[src/rtl/traffic_sensor_counter.sv]
// Per-street vehicle counter: synchronises and debounces two raw detectors, counts rising
// edges of the debounced level and publishes saturating counts once per measurement window.
module traffic_sensor_counter #(
  parameter int unsigned DEBOUNCE_CYCLES = 4,
  parameter int unsigned WINDOW_CYCLES   = 64,
  parameter int unsigned COUNT_WIDTH     = 4
) (
  input  logic                   clk_i,
  input  logic                   rst_ni,
  input  logic                   sensor_street_0_i,
  input  logic                   sensor_street_1_i,
  input  logic                   window_enable_i,
  input  logic                   clear_i,
  output logic [COUNT_WIDTH-1:0] traffic_street_0_o,
  output logic [COUNT_WIDTH-1:0] traffic_street_1_o,
  output logic                   overflow_street_0_o,
  output logic                   overflow_street_1_o,
  output logic                   snapshot_valid_o
);

  localparam int unsigned DbW    = $clog2(DEBOUNCE_CYCLES + 1);
  localparam int unsigned TimerW = $clog2(WINDOW_CYCLES);

  localparam logic [DbW-1:0]         DbLast    = DbW'(DEBOUNCE_CYCLES - 1);
  localparam logic [TimerW-1:0]      TimerLast = TimerW'(WINDOW_CYCLES - 1);
  localparam logic [COUNT_WIDTH-1:0] CountMax  = '1;

  logic [1:0] sensor;
  logic [1:0] sync1_q, sync2_q;
  logic [1:0] deb_q, deb_d;
  logic [1:0] deb_prev_q;
  logic [1:0] evt;
  logic [1:0] hit_max;

  logic [1:0][DbW-1:0]         db_cnt_q, db_cnt_d;
  logic [1:0][COUNT_WIDTH-1:0] acc_q, acc_d, acc_next;
  logic [1:0][COUNT_WIDTH-1:0] traffic_q, traffic_d;
  logic [1:0]                  sat_q, sat_d, sat_next;
  logic [1:0]                  ovf_q, ovf_d;

  logic [TimerW-1:0] timer_q, timer_d;
  logic              valid_q, valid_d;
  logic              terminal;

  assign sensor = {sensor_street_1_i, sensor_street_0_i};

  // Two-flop synchronisers for the asynchronous detector inputs.
  always_ff @(posedge clk_i or negedge rst_ni) begin
    if (!rst_ni) begin
      sync1_q <= '0;
      sync2_q <= '0;
    end else begin
      sync1_q <= sensor;
      sync2_q <= sync1_q;
    end
  end

  // Debounce: level flips only after DEBOUNCE_CYCLES consecutive differing samples.
  always_comb begin
    deb_d    = deb_q;
    db_cnt_d = '0;
    for (int i = 0; i < 2; i++) begin
      if (sync2_q[i] != deb_q[i]) begin
        if (db_cnt_q[i] == DbLast) begin
          deb_d[i] = ~deb_q[i];
        end else begin
          db_cnt_d[i] = db_cnt_q[i] + 1'b1;
        end
      end
    end
  end

  always_ff @(posedge clk_i or negedge rst_ni) begin
    if (!rst_ni) begin
      deb_q      <= '0;
      deb_prev_q <= '0;
      db_cnt_q   <= '0;
    end else begin
      deb_q      <= deb_d;
      deb_prev_q <= deb_q;
      db_cnt_q   <= db_cnt_d;
    end
  end

  assign evt = deb_q & ~deb_prev_q;

  // Window timer; the terminal cycle publishes the running totals.
  assign terminal = window_enable_i && (timer_q == TimerLast);

  always_comb begin
    timer_d = timer_q;
    if (clear_i) begin
      timer_d = '0;
    end else if (window_enable_i) begin
      timer_d = terminal ? '0 : timer_q + 1'b1;
    end
  end

  // Saturating accumulate, including any event in the current cycle.
  always_comb begin
    hit_max  = '0;
    acc_next = acc_q;
    sat_next = sat_q;
    for (int i = 0; i < 2; i++) begin
      hit_max[i] = evt[i] && (acc_q[i] == CountMax);
      if (evt[i] && !hit_max[i]) begin
        acc_next[i] = acc_q[i] + 1'b1;
      end
      sat_next[i] = sat_q[i] | hit_max[i];
    end
  end

  // Clear wins over both a terminal cycle and pending events.
  always_comb begin
    acc_d     = acc_next;
    sat_d     = sat_next;
    traffic_d = traffic_q;
    ovf_d     = ovf_q;
    valid_d   = 1'b0;
    if (clear_i) begin
      acc_d = '0;
      sat_d = '0;
    end else if (terminal) begin
      acc_d     = '0;
      sat_d     = '0;
      traffic_d = acc_next;
      ovf_d     = sat_next;
      valid_d   = 1'b1;
    end
  end

  always_ff @(posedge clk_i or negedge rst_ni) begin
    if (!rst_ni) begin
      timer_q   <= '0;
      acc_q     <= '0;
      sat_q     <= '0;
      traffic_q <= '0;
      ovf_q     <= '0;
      valid_q   <= 1'b0;
    end else begin
      timer_q   <= timer_d;
      acc_q     <= acc_d;
      sat_q     <= sat_d;
      traffic_q <= traffic_d;
      ovf_q     <= ovf_d;
      valid_q   <= valid_d;
    end
  end

  assign traffic_street_0_o  = traffic_q[0];
  assign traffic_street_1_o  = traffic_q[1];
  assign overflow_street_0_o = ovf_q[0];
  assign overflow_street_1_o = ovf_q[1];
  assign snapshot_valid_o    = valid_q;

endmodule
[config.mk]
export PLATFORM = sky130hd
export DESIGN_NAME = traffic_sensor_counter
export DESIGN_NICKNAME = d
export VERILOG_FILES = /design/src/rtl/traffic_sensor_counter.sv
export SDC_FILE = /design/constraint.sdc
export NUM_CORES = 1
export LEC_CHECK = 0
export BUFFER_PORTS_ARGS = -buffer_cell sky130_fd_sc_hd__buf_4
export CORE_ASPECT_RATIO = 0.6
export CORE_MARGIN = 1
export CORE_UTILIZATION = 46
export DETAILED_ROUTE_END_ITERATION = 8
export HOLD_SLACK_MARGIN = 0.03
export PLACE_DENSITY = 0.77
export SYNTH_ARGS = -nofsm -noshare
export SYNTH_HDL_FRONTEND = slang
export SYNTH_SLANG_ARGS = --single-unit
[constraint.sdc]
create_clock -name clk_i -period 1.55 [get_ports clk_i]
set_input_delay 0.0775 -clock clk_i [delete_from_list [all_inputs] [get_ports clk_i]]
set_output_delay 0.0775 -clock clk_i [all_outputs]
set_load 0.02 [all_outputs]
==> results_dict.tcl <==
set metrics [dict create \
    ys_top_cells_by_count "dfrtp_1, a21oi_1, a31oi_1, nor2_1" \
    status "complete, no violations" \
    synth-compound-area-share_pct 12.0 \
    antenna_found_initial 0 \
    drt-pass1-iter-count 4 \
    stdcell_count 221 \
    reg2reg_depth 4 \
    wl_per_cell_um 15.6 \
    hpwl_um 2270 \
    p_leak_uw 0.000993 \
    drt-initial-drc-count 93 \
    synth_seq_cells 41 \
    cts_buffers 5 \
    synth_cells 145 \
    final_hold_viol_count 0 \
    grt_max_degree 42 \
    fin_skew_ns 0.0100 \
    vias 1230 \
    final_antenna_net_count 0 \
    gp_congestion 0.893 \
    fin_crit_sh_pct 97.8 \
    slew_headroom_pct 66.7 \
    ir_drop_uv 615 \
    syn_nets 156 \
    hp-class "in2reg" \
    synth_top_family_by_area "simple AND/OR/NAND/NOR gates" \
    synth_edf_count 0 \
    yosys.area_share.simple_pct 14.5 \
    ys.flop_type "dfrtp_1" \
    fmax_ghz 0.660 \
    h-tree-depth 2 \
    placed_cells_incl_taps 203 \
    synth_cell_types 32 \
    synth-xor-area-share_pct 2.54 \
    nets 188 \
    holdPathStages 3 \
    grt_usage_pct 19.8 \
    startpoint_type "register" \
    syn_avg_cell_area_um2 11.9 \
    num_rows 16 \
    drive_above_1_share_pct 23.3 \
    drt-total-wl_um 3450 \
    clock_latency_ns 0.30 \
    endpoint_kind "register" \
    drc 0 \
    start_util_pct 50.6 \
    synthArstFlopShare_pct 100 \
    cts_buffer_depth 2 \
    grt.overflow.total 0 \
    clock_sinks 41 \
    grt_pass1_vias 1259 \
    cap_violations 0 \
    path_clk_slew_ns 0.08 \
    netlist_area_um2 1720 \
    crit_arrival_ns 1.72 \
    n_antenna_cell 0 \
    syn_to_final_growth_pct 20.2 \
    vias_per_cell 5.57 \
    power_uw 2420 \
    crit_type "reg2reg" \
    yosysTopAreaCell "dfrtp_1" \
    grt_pass1_wl_um 5750 \
    cp_max_fo 12 \
    period_minus_slack_ns 1.52 \
    fin_setup_tns_ns 0 \
    cellPowerDensity_nw_per_um2 1170 \
    synth-adder-area-share_pct 3.63 \
    critPathRequiredTime_ns 1.75 \
    synth.most_common_cell "dfrtp_1" \
    die-area_um2 4000 \
    die_h_um 49.4 \
    finalMaxSlewViolations 0 \
    synth.area.top_cells "dfrtp_1, a21oi_1, ha_1" \
    numPortBuffers 16 \
    synthDominantCellAreaShare_pct 59.6 \
    ys_seq_area_share_pct 59.6 \
    ios 17 \
    fp.dieW_um 81.0 \
    tightest_slew_ns 0.499 \
    core_area_um2 3400 \
    synthMuxAreaShare_pct 4.80 \
    tritoncts "yes" \
    synth_warnings 0 \
    cts-root-buf "clkbuf_8" \
    setup_viol 0 \
]
[repair_timing]
action                                 4_1_cts  5_1_grt
setup endpoints to repair                    3       18
pin swaps                                    0        2
setup buffers                                1        7
endpoints found under the hold margin       47        0
gates resized for setup                      2        3
hold buffers                                 4        0
[metal layers]
layer	global-route usage, %	part of all wire, %
met2	31.5	48
met4	8.63	1.9
met1	24.9	44
met5	0	0
met3	5.98	5.5
[sequential cells by signal, summed over array words and instances, names as in the netlist]
register            flops
sat_q                   2
acc_q                   8
ovf_q                   2
snapshot_valid_o        1
timer_q                 6
sync1_q                 2
deb_q                   2
deb_prev_q              2
db_cnt_q                6
traffic_street_1_o      4
sync2_q                 2
traffic_street_0_o      4
[cells by family after synthesis]
logic type | count (synthesis)
simple gates | 41
fa+ha+maj | 5
compound gates | 36
mux | 8
buf+inv | 9
xor+xnor | 5
flops | 41
[worst max-delay path: stages (launching register included)]
cell     delay, ns
dfrtp_1       0.43
ha_1          0.24
and4_4        0.23
a31o_4        0.31
a21oi_1       0.20
[metrics by stage]
| step | instance area (um2) | util (%) | setup slack [ns] | hold WS, ns |
|---|---|---|---|---|
| 3_5_place_dp | 1870 | 55.0 | -0.0281 | 0.0864 |
| 6_report | 2070 | 60.8 | 0.0349 | 0.0775 |
| 2_1_floorplan | 1720 | - | 0.0851 | -0.218 |
| 5_1_grt | 2070 | 60.8 | -0.0173 | 0.124 |
| 3_3_place_gp | 1870 | 55.0 | 0.0539 | 0.0777 |
| 4_1_cts | 2000 | 58.8 | 0.00807 | 0.0773 |
[report_power, final]
group | total [uW] | internal [uW] | leakage (uW) | switching, uW
sequential | 1320 | 1200 | 0.000538 | 117
clock | 643 | 296 | 0.0000399 | 347
combinational | 453 | 234 | 0.000415 | 219
total | 2420 | 1730 | 0.000993 | 683
[area by class of cell]
cell class	count	area, um2
fill	281	1330
sequential	41	1030
clock buffer	5	68.8
multi-input combinational	95	667
clock inverter	1	5.00
tap	45	56.3
inverter	5	18.8
timing repair buffer	29	228
[cell usage in the layout (no fill, tap or decap), types with 2 or more instances in the layout]
master          n
mux2_2          2
nand3b_1        2
and3b_1         2
inv_1           5
nor2_1          8
ha_1            4
nor2b_1         3
buf_4          25
a31oi_1         8
nor3_1          2
dfrtp_1        41
xnor2_1         3
clkbuf_8        5
nor3b_1         4
nand2_1         4
dlygate4sd3_1   4
o21ai_0         6
nand2b_1        4
mux2i_1         6
or3_1           3
a21oi_1        17
xor2_1          2
[path summary, 6_finish.rpt]
path | slack [ns] | to | from
min | 0.08 | timer_q[1] | window_enable_i
min reg2reg | 0.35 | sync2_q[0] | sync1_q[0]
min in group asynchronous | 0.29 | timer_q[0] | rst_ni
max reg2reg | 0.03 | acc_q[4] | timer_q[0]
max | 0.03 | acc_q[4] | timer_q[0]
max in group asynchronous | 0.91 | sync1_q[1] | rst_ni
Power figures use the tool's default switching activity.
